### src/rtl/arb_pkg.sv
// Shared constants and types for the round-robin arbiter family.
package arb_pkg;

  localparam int unsigned N_PORTS = 4;
  localparam int unsigned SEL_W   = 2;
  localparam int unsigned DATA_W  = 32;

  typedef logic [SEL_W-1:0] sel_t;

endpackage

### src/rtl/mux4_w32.sv
// Library 32-bit 4:1 word mux.
module mux4_w32 (
  input  logic [1:0]  sel_i,
  input  logic [31:0] in0_i,
  input  logic [31:0] in1_i,
  input  logic [31:0] in2_i,
  input  logic [31:0] in3_i,
  output logic [31:0] out_o
);

  // Select one of four words.
  always_comb begin
    out_o = in0_i;
    unique case (sel_i)
      2'd0:    out_o = in0_i;
      2'd1:    out_o = in1_i;
      2'd2:    out_o = in2_i;
      default: out_o = in3_i;
    endcase
  end

endmodule

### src/rtl/rr_prio_enc4.sv
// Rotating-priority encoder: first requester at or after ptr wins.
module rr_prio_enc4
  import arb_pkg::*;
(
  input  logic [N_PORTS-1:0] req_i,
  input  sel_t               ptr_i,
  output sel_t               grant_o,
  output logic               any_o
);

  // Scan ptr, ptr+1, ptr+2, ptr+3 (mod 4); grant is 0 when nothing requests.
  always_comb begin
    sel_t idx;
    grant_o = '0;
    any_o   = 1'b0;
    for (int unsigned i = 0; i < N_PORTS; i++) begin
      idx = ptr_i + sel_t'(i);
      if (!any_o && req_i[idx]) begin
        grant_o = idx;
        any_o   = 1'b1;
      end
    end
  end

endmodule

### src/rtl/rr_arb4_stage.sv
// 4-input round-robin arbiter feeding a one-entry registered output buffer.
module rr_arb4_stage
  import arb_pkg::*;
(
  input  logic                  clk,
  input  logic                  reset,
  input  logic [N_PORTS-1:0]    recv_val,
  input  logic [DATA_W-1:0]     recv_msg0,
  input  logic [DATA_W-1:0]     recv_msg1,
  input  logic [DATA_W-1:0]     recv_msg2,
  input  logic [DATA_W-1:0]     recv_msg3,
  output logic [N_PORTS-1:0]    recv_rdy,
  output logic                  send_val,
  output logic [DATA_W-1:0]     send_msg,
  output logic [SEL_W-1:0]      send_src,
  input  logic                  send_rdy,
  output logic [SEL_W-1:0]      grant_se
);

  sel_t              ptr_q, ptr_d;
  logic              full_q, full_d;
  logic [DATA_W-1:0] data_q, data_d;
  sel_t              src_q, src_d;

  sel_t              grant;
  logic              any_val;
  logic [DATA_W-1:0] mux_out;
  logic              can_accept;
  logic              accept;
  logic              drain;

  rr_prio_enc4 u_enc (
    .req_i   (recv_val),
    .ptr_i   (ptr_q),
    .grant_o (grant),
    .any_o   (any_val)
  );

  mux4_w32 u_mux (
    .sel_i (grant),
    .in0_i (recv_msg0),
    .in1_i (recv_msg1),
    .in2_i (recv_msg2),
    .in3_i (recv_msg3),
    .out_o (mux_out)
  );

  // Handshake decode; a draining slot may be refilled in the same cycle.
  always_comb begin
    can_accept = !full_q || send_rdy;
    // Gating with reset keeps recv_rdy low for the whole reset assertion.
    accept     = any_val && can_accept && reset;
    drain      = full_q && send_rdy;
    recv_rdy   = accept ? (4'b0001 << grant) : 4'b0000;
    grant_se   = grant;
  end

  // Next-state: load on accept, clear on drain-only, pointer moves only on transfer.
  always_comb begin
    ptr_d  = ptr_q;
    full_d = full_q;
    data_d = data_q;
    src_d  = src_q;
    if (accept) begin
      data_d = mux_out;
      src_d  = grant;
      full_d = 1'b1;
      ptr_d  = grant + sel_t'(1);
    end else if (drain) begin
      full_d = 1'b0;
    end
  end

  // State registers with asynchronous active-low reset.
  always_ff @(posedge clk or negedge reset) begin
    if (!reset) begin
      ptr_q  <= '0;
      full_q <= 1'b0;
      data_q <= '0;
      src_q  <= '0;
    end else begin
      ptr_q  <= ptr_d;
      full_q <= full_d;
      data_q <= data_d;
      src_q  <= src_d;
    end
  end

  assign send_val = full_q;
  assign send_msg = data_q;
  assign send_src = src_q;

endmodule

### config.mk
export PLATFORM = sky130hd
export DESIGN_NAME = rr_arb4_stage
export DESIGN_NICKNAME = d
export VERILOG_FILES = /design/src/rtl/arb_pkg.sv /design/src/rtl/mux4_w32.sv /design/src/rtl/rr_prio_enc4.sv /design/src/rtl/rr_arb4_stage.sv
export SDC_FILE = /design/constraint.sdc
export NUM_CORES = 1
export LEC_CHECK = 0
export CAP_MARGIN = 20
export CORE_MARGIN = 2
export CORE_UTILIZATION = 35
export DETAILED_ROUTE_END_ITERATION = 6
export PLACE_DENSITY = 0.86
export SLEW_MARGIN = 20
export SYNTH_ARGS = -nofsm -noshare
export SYNTH_HDL_FRONTEND = slang
export SYNTH_SLANG_ARGS = --single-unit
export TNS_END_PERCENT = 1
### constraint.sdc
create_clock -name clk -period 2.8 [get_ports clk]
set_input_delay 0.42 -clock clk [delete_from_list [all_inputs] [get_ports clk]]
set_output_delay 0.42 -clock clk [all_outputs]
set_load 0.005 [all_outputs]
# After elaboration in Yosys (flattened, before gate mapping)

Cells that the tools add are included.

Add/subtract/negate cells: 4
Order comparisons: 4
Eq/ne operators: 2
Shift operators: 1
Multiplexer cells: 20
Reduce and logical (&&, ||, !) cells: 13

Operators with widths:

| kind                                                | count |
|---|---|
| one-hot mux 32 bit (3 select lines)                 | 1 |
| < comparator 2 x 3 -> 1 bit, second input constant  | 4 |
| two-way mux 1 bit                                   | 10 |
| binary-select mux 1 bit (select 2 bit)              | 4 |
| two-way mux 2 bit                                   | 4 |
| logical AND 1 bit                                   | 6 |
| adder 2 x 1 -> 2 bit, second input constant         | 2 |
| adder 2 bit, second input constant                  | 2 |
| logical NOT 1 bit                                   | 4 |
| two-way mux 4 bit                                   | 1 |
| left shift 1 x 2 -> 4 bit, first input constant     | 1 |
| equality test 2 x 1 -> 1 bit, second input constant | 1 |
| equality test 2 bit, second input constant          | 1 |
| logical NOT 2 bit                                   | 1 |
| nonzero test 2 bit                                  | 1 |
| logical OR 1 bit                                    | 1 |

Flip-flop bits (word level): 37
Output and inout bits: 41
Logic and storage cells: 48

# Depth between registers and ports, before layout

Gate-level depths: netlist of the first run.

Depth after elaboration: 15
Mapped depth: 10
Depth with buffers taken out: 8

# By module

From an unflattened synthesis of the first run, not the netlist that was laid out.

Cells, all modules: 146
Area, all modules: 2383.5 µm²

Modules (own cells, without submodules):

| module        | instances | cells an instance | area each (µm²) | seq. area each (µm²) |
|---|---|---|---|---|
| rr_arb4_stage | 1         | 92                | 1491.4          | 925.9 |
| mux4_w32      | 1         | 39                | 814.5           | 0.0 |
| rr_prio_enc4  | 1         | 15                | 77.6            | 0.0 |

# Worst setup path after synthesis of the first run

No wires, ideal clock.

Path type: input to output
From: input port recv_val[0]
To: output port recv_rdy[2]
Arrival time: 1.852 ns
Required time: 2.380 ns
Slack: 0.528 ns
Cell stages on the path: 8
Buffers on the path: 2
Path through: nor2b_1 nor2_1 a2bb2oi_1 ha_1 clkbuf_1 clkbuf_1 inv_1 nor2_1

Elaborated cells on any way between the ends: 26
Those cells by class: shift: 1; mux: 17; reduce/logical: 8

RTL lines:

| item                                    | RTL line            | text |
|---|---|---|
| start: declaration                      | rr_arb4_stage.sv:7  | `input logic [N_PORTS-1:0] recv_val,` |
| binary-select mux 1 bit (select 2 bit)  | rr_prio_enc4.sv:18  | `if (!any_o && req_i[idx]) begin` |
| two-way mux 1 bit (implied by the code) | rr_prio_enc4.sv:18  |  |
| two-way mux 1 bit                       | rr_prio_enc4.sv:18  |  |
| logical NOT 1 bit                       | rr_prio_enc4.sv:18  |  |
| logical AND 1 bit                       | rr_prio_enc4.sv:18  |  |
| two-way mux 1 bit                       | rr_prio_enc4.sv:18  |  |
| logical NOT 1 bit                       | rr_prio_enc4.sv:18  |  |
| logical AND 1 bit                       | rr_prio_enc4.sv:18  |  |
| two-way mux 1 bit                       | rr_prio_enc4.sv:18  |  |
| logical NOT 1 bit                       | rr_prio_enc4.sv:18  |  |
| logical AND 1 bit                       | rr_prio_enc4.sv:18  |  |
| two-way mux 2 bit (*)                   | rr_prio_enc4.sv:18  |  |
| net grant_se[1]                         | rr_arb4_stage.sv:17 | `output logic [SEL_W-1:0] grant_se` |
| left shift 1 x 2 -> 4 bit (*)           | rr_arb4_stage.sv:54 | `recv_rdy = accept ? (4'b0001 << grant) : 4'b0000;` |
| two-way mux 4 bit (*)                   | rr_arb4_stage.sv:54 |  |
| end: declaration                        | rr_arb4_stage.sv:12 | `output logic [N_PORTS-1:0] recv_rdy,` |

The timed path passes the listed nets; every way through them passes the cells marked *. The select of a mux whose other input is x is not followed.

# Final worst setup path of the first run

From: input port recv_val[2]
To: output port recv_rdy[0]

Longest elaborated chain between the ends: 15
Elaborated cells on any way between the ends: 26
Those cells by class: shift: 1; mux: 17; reduce/logical: 8

Ends and longest elaborated chain:

| item                                    | RTL line            | text |
|---|---|---|
| binary-select mux 1 bit (select 2 bit)  | rr_prio_enc4.sv:18  |  |
| two-way mux 1 bit (implied by the code) | rr_prio_enc4.sv:18  |  |
| two-way mux 1 bit                       | rr_prio_enc4.sv:18  |  |
| logical NOT 1 bit                       | rr_prio_enc4.sv:18  |  |
| logical AND 1 bit                       | rr_prio_enc4.sv:18  |  |
| two-way mux 1 bit                       | rr_prio_enc4.sv:18  |  |
| logical NOT 1 bit                       | rr_prio_enc4.sv:18  |  |
| logical AND 1 bit                       | rr_prio_enc4.sv:18  |  |
| two-way mux 1 bit                       | rr_prio_enc4.sv:18  |  |
| logical NOT 1 bit                       | rr_prio_enc4.sv:18  |  |
| logical AND 1 bit                       | rr_prio_enc4.sv:18  |  |
| two-way mux 1 bit                       | rr_prio_enc4.sv:18  |  |
| logical AND 1 bit (2 in series)         | rr_arb4_stage.sv:52 | `accept = any_val && can_accept && reset;` |
| two-way mux 4 bit (*)                   | rr_arb4_stage.sv:54 |  |

Every way passes the cells marked *; elsewhere a longest branch is shown, timed or not. The select of a mux whose other input is x is not followed.

==> results of run 1 <==
[flip-flops by register name, indices dropped and copies added, names as in the netlist]
register,cells
send_msg,32
ptr_q,2
send_src,2
send_val,1
[timing repair]
action	CTS	global route
pin swaps	1	2
resized for setup	2	9
buffers inserted	0	1
hold buffers	0	0
setup endpoints to repair	4	4
[layer usage]
metal | vias to the layer above | GRT usage [%] | wire length (um)
met4 | 0 | 5.68 | 167
met5 | - | 0 | 0
met2 | 139 | 42.9 | 4290
li1 | 1290 | - | -
met1 | 1276 | 22.5 | 3070
met3 | 12 | 6.29 | 815
[layout make-up]
| cell class | instances | area share (%) |
|---|---|---|
| clock inverter | 1 | 0.116 |
| sequential | 37 | 21.5 |
| inverter | 38 | 3.32 |
| multi-input combinational | 159 | 27.4 |
| timing repair buffer | 185 | 43.2 |
| tap | 77 | 2.24 |
| clock buffer | 7 | 2.24 |
[cells in the final DEF (no fill, tap or decap), types with 2 or more instances in the layout]
cell type	count
a22oi_1	32
a221oi_1	32
a21o_1	32
buf_4	8
nor2b_2	2
a21oi_1	32
nand2_1	5
nor2b_1	2
inv_1	37
clkbuf_8	7
ha_2	2
ha_1	3
mux2_2	3
nor2_1	6
dfrtp_1	37
buf_12	2
dlymetal6s2s_1	4
clkdlybuf4s50_1	170
[stage by stage]
| step | setup TNS, ns | instances | utilization [%] |
|---|---|---|---|
| final | 0 | 504 | 67.0 |
| after global routing | -0.0540 | 504 | 67.0 |
| after CTS | 0 | 503 | 66.4 |
| after detailed placement | -0.547 | 495 | 64.7 |
| after global placement | 0 | 495 | 64.7 |
| after floorplan | 0 | 260 | - |
[report_power, final]
part	total, W	switching, W	internal, W
clock	0.000404	0.000181	0.000222
sequential	0.000939	0.000149	0.000790
combinational	0.00196	0.000848	0.00111
[worst paths after layout]
check                                   from      endpoint  cells past startpoint
worst max-delay path             recv_val[2]   recv_rdy[0]                      8
worst min-delay path                   reset  send_msg[20]                      2
worst max register to register      ptr_q[0]   send_msg[1]                      8
worst min register to register  send_msg[26]  send_msg[26]                      1
max in group asynchronous              reset  send_msg[18]                      2
min in group clk                send_msg[26]  send_msg[26]                      1
[cells by family after synthesis]
family / after synthesis
AO/OA/AOI/OAI: 131
buffers and inverters: 64
multiplexers: 3
adder cells (fa/ha/maj): 5
AND/OR/NAND/NOR: 20
flip-flops: 37
==> impl_metrics.ini, run 1 <==
[synthesis]
synth_commonest_cells = inv_1 (38), dfrtp_1 (37)
postSynth.asyncResetShare_pct = 100
yosys_warnings = 0
yosysMostFrequentCell = inv_1
avgSynthCellArea_sq_um = 9.09
netlist.area_leader.share_pct = 39.2
synth_area_sq_mm = 0.00236
synth_top_family_by_area = compound AO/OA/AOI/OAI gates
synthTopCellsByArea = dfrtp_1 (39%), a221oi_1 (12%), a21o_1 (10%)
yosys.area_share.simple_pct = 4.82
synth_cells = 260
synth_edf_count = 0
yosysTopAreaCell = dfrtp_1
synth_fa_ha_area_share_pct = 2.65
syn_nets = 400
synthMuxAreaShare_pct = 1.43
ys_types = 23
synth-compound-area-share_pct = 39.8
yosysSeqAreaShare_pct = 39.2
ys_seq_elements = 37
synth_xor_xnor_area_share_pct = 0
synth_ff_type = dfrtp_1

[placement]
placed_area_sq_mm = 0.00416
routabilityCongestion = 0.778
place_ws_ns = -0.127
dp_hpwl_mm = 6.31
io_buffers = 175

[cts]
cts_tree = built
htree_levels = 2
clk_latency_ns = 0.28
cts_inserted_buffers = 5
clockBufferDepth = 2
cts_root_buffer = clkbuf_8
cts.sink_count = 37
clkTransAtPathRegs_ns = 0.07

[cells_and_area]
stdcell_area_sq_mm = 0.00430
layout-drive-gt1-share_pct = 7.49
final_nets = 566
num-fill-cells = 500
multi_input_area_sq_mm = 0.00118
syn2layout_area_growth_pct = 82.0
seqCellArea_sq_um = 926
antenna_cells = 0

[timing]
rsz0062_at_grt = yes
relSlewSlack_pct = 68.4
maxSlewViolCount = 0
finalHoldViolations = 0
finClkSkew_ns = 0.00400
setup_viol = 0
fmax_mhz = 368
tightest_slew_ns = 0.474
hold_slack_ns = 0.240
fin_ws_ns = 0.0797
layout_min_cycle_time_ns = 2.72
period_share_pct = 97.2

[critical_path]
crit_family = buffers and inverters
reg2reg_slack_ns = 0.66
crit_required_ns = 2.38
worstSetupStartpointType = input port
crit_top_cell = clkdlybuf4s50_1
cp-end-kind = output port
path_cells = clkdlybuf4s50_1, nor2b_2, nor3b_2, o22ai_2, ha_2, inv_1, nor2_1, clkdlybuf4s50_1
cp_max_fo = 5
crit_slowest_cell = clkdlybuf4s50_1
critical_path.max_stage_delay_ns = 0.50
critPathKind = input port to output port
worst-path-buf-inv = 3
cp.arrival_ns = 2.30

[grt]
grt_pass1_wl_mm = 12.9
grt_pass1_vias = 2772
antenna_found_initial = 0
grt_max_degree = 39
overflow = 0
grt.total_usage_pct = 21.9

[drt]
routed_wl_mm = 8.34
drtPass1Iterations = 5
vias = 2717
remaining_drc_errors = 0
wl_per_cell_um = 16.5
ant_nets = 0
via_per_inst = 5.39
first_iter_violations = 117

[die]
fp-row-count = 29
die_h_um = 86.2
die_x_um = 86.2
die-area_sq_mm = 0.00743
io_pins = 176
core-area_sq_mm = 0.00642
start_util_pct = 36.8

[pwr]
powerDensity_mw_per_mm2 = 768
total_power_w = 0.00330
irDropWorstVdd_mv = 0.421
p_leak_nw = 2.01

[status]
status = completed

[job]
maxCapViolCount = 0

[worst_hold_path]
hold_class = input port to async pin
Note: power is estimated with default switching activity, not from simulation.
==> run 2: changes to the inputs <==
CAP_MARGIN = 15   (was 20)
CTS_CLUSTER_SIZE = 40   (was unset)
==> results of run 2 <==
The final DEF is identical to that of run 1; final timing and power are the same.
==> run 3: changes to the inputs <==
CORE_MARGIN = unset   (was 2)
CORE_UTILIZATION = 31   (was 35)
PLACE_DENSITY = 0.81   (was 0.86)
clock period = 2.3 ns   (was 2.8 ns; I/O delays follow)
==> impl_metrics.ini, run 3 (same netlist as run 1, synthesis figures left out) <==
[placement]
routabilityCongestion = 0.803
dp_hpwl_mm = 6.34
io_buffers = 175
place_ws_ns = -0.491

[die]
io_pins = 176
die-area_sq_mm = 0.00798
die_x_um = 89.3
core-area_sq_mm = 0.00729
start_util_pct = 32.4
die_h_um = 89.3
fp-row-count = 31

[critical_path]
reg2reg_slack_ns = 0.06
cp.arrival_ns = 2.01
crit_required_ns = 1.96
critical_path.max_stage_delay_ns = 0.47
worstSetupStartpointType = input port
crit_slowest_cell = clkdlybuf4s50_1
path_cells = clkdlybuf4s50_1, nor2b_1, nor3b_2, o22ai_2, buf_4, inv_2, ha_1, inv_1, nor2_2, dlygate4sd2_1
cp_max_fo = 4
critPathKind = input port to output port
cp-end-kind = output port

[timing]
rsz0062_at_grt = yes
period_share_pct = 103
tightest_slew_ns = 0.477
finClkSkew_ns = 0.00946
maxSlewViolCount = 0
fin_ws_ns = -0.0589
tns_ns = -0.0589
fmax_mhz = 424
finalHoldViolations = 0
setup_viol = 1
relSlewSlack_pct = 68.2
layout_min_cycle_time_ns = 2.36

[job]
maxCapViolCount = 0

[grt]
grt_max_degree = 39
grt.total_usage_pct = 20.7
overflow = 0
grt_pass1_wl_mm = 12.6
grt_pass1_vias = 2725
antenna_found_initial = 0

[drt]
via_per_inst = 5.15
remaining_drc_errors = 0
ant_nets = 0
drtPass1Iterations = 4
vias = 2770
routed_wl_mm = 8.48
wl_per_cell_um = 15.8
first_iter_violations = 67

[cts]
clockBufferDepth = 2
ctsHoldBuffers = 0
clkTransAtPathRegs_ns = 0.08
htree_levels = 2
cts_tree = built
cts_root_buffer = clkbuf_8
cts.sink_count = 37
clk_latency_ns = 0.29
cts_inserted_buffers = 5

[worst_hold_path]
hold_class = input port to async pin

[cells_and_area]
final_cell_mix = clkdlybuf4s50_1 (166), inv_1 (36), dfrtp_1 (35)
largest_reg_flops = 32
antenna_cells = 0
syn2layout_area_growth_pct = 92.9
final_core_util_pct = 62.5
final_common_cell = clkdlybuf4s50_1
layout-drive-gt1-share_pct = 12.8
final_nets = 578

[pwr]
total_power_w = 0.00444
powerDensity_mw_per_mm2 = 975
irDropWorstVdd_mv = 0.396
switchingPower_w = 0.00153
p_clk_share_pct = 15.0
p_seq_share_pct = 26.0
p_int_w = 0.00292
p_sw_share_pct = 34.4
p_leak_nw = 2.12
p_comb_share_pct = 59.0

[status]
violations = setup timing
status = finished with violations
run 3: cell count changes in the layout (fill, tap and decap cells not counted), sizes merged:
| cell | previous run | this run |
|---|---|---|
| bufinv | 0 | 2 |
| clkbuf | 7 | 6 |
| clkdlybuf4s50 | 170 | 166 |
| buf | 11 | 23 |
| dlymetal6s2s | 4 | 3 |
| dlygate4sd2 | 0 | 4 |
run 3: stage by stage:
stage	std cells	hold WS [ns]	instance area [sq um]
6_report	538	0.165	4560
5_1_grt	538	0.223	4560
4_1_cts	535	0.191	4520
3_5_place_dp	526	0.465	4320
3_3_place_gp	526	0.458	4320
2_1_floorplan	260	0.0494	2360
run 3: worst max-delay path, delay by kind of cell:
family / cells / cell delay (ns)
and+or+nand+nor: 3 / 0.38
buffers and inverters: 5 / 1.00
AOI/OAI and AO/OA: 1 / 0.14
adders and majority gates: 1 / 0.14
run 3: what timing repair did:
item | CTS | global route
setup buffers | 1 | 3
gates resized for setup | 21 | 12
pin swaps | 3 | 2
cloned | 0 | 0
endpoints found under the setup margin | 38 | 38
run 3: power groups by stage:
stage	Clock, W	Sequential (W)	Combinational [W]
after floorplan	0	0.00116	0.00110
after global placement	0	0.00113	0.00246
after detailed placement	0	0.00115	0.00252
after CTS	0.000685	0.00116	0.00259
after global routing	0.000709	0.00120	0.00282
final	0.000667	0.00116	0.00262
run 3: metal layers:
layer  GRT usage (%)  part of all wire, %  vias to the layer above
met4            8.08                  2.2                        0
met3            5.36                  8.3                       17
met1            22.2                   38                     1310
li1                -                    -                     1314
met2            38.7                   51                      129
met5               0                    0                        -
run 3: cell type report:
| type | instances | area [sq um] |
|---|---|---|
| repair buffers | 197 | 2000 |
| clock buffers | 5 | 68.8 |
| inverters | 38 | 143 |
| flip-flops and latches | 37 | 928 |
| multi-input cells | 159 | 1230 |
| fillers | 595 | 2730 |
| clock inverters | 3 | 65.1 |
| well taps | 99 | 124 |
run 3: final timing paths:
kind	start	to	cells after the start
worst max register to register	ptr_q[0]	send_msg[24]	10
worst max-delay path	recv_val[3]	recv_rdy[3]	10
worst min-delay path	reset	send_msg[27]	2
worst min register to register	send_msg[14]	send_msg[14]	1
max in group asynchronous	reset	ptr_q[1]	2
min in group clk	send_msg[14]	send_msg[14]	1
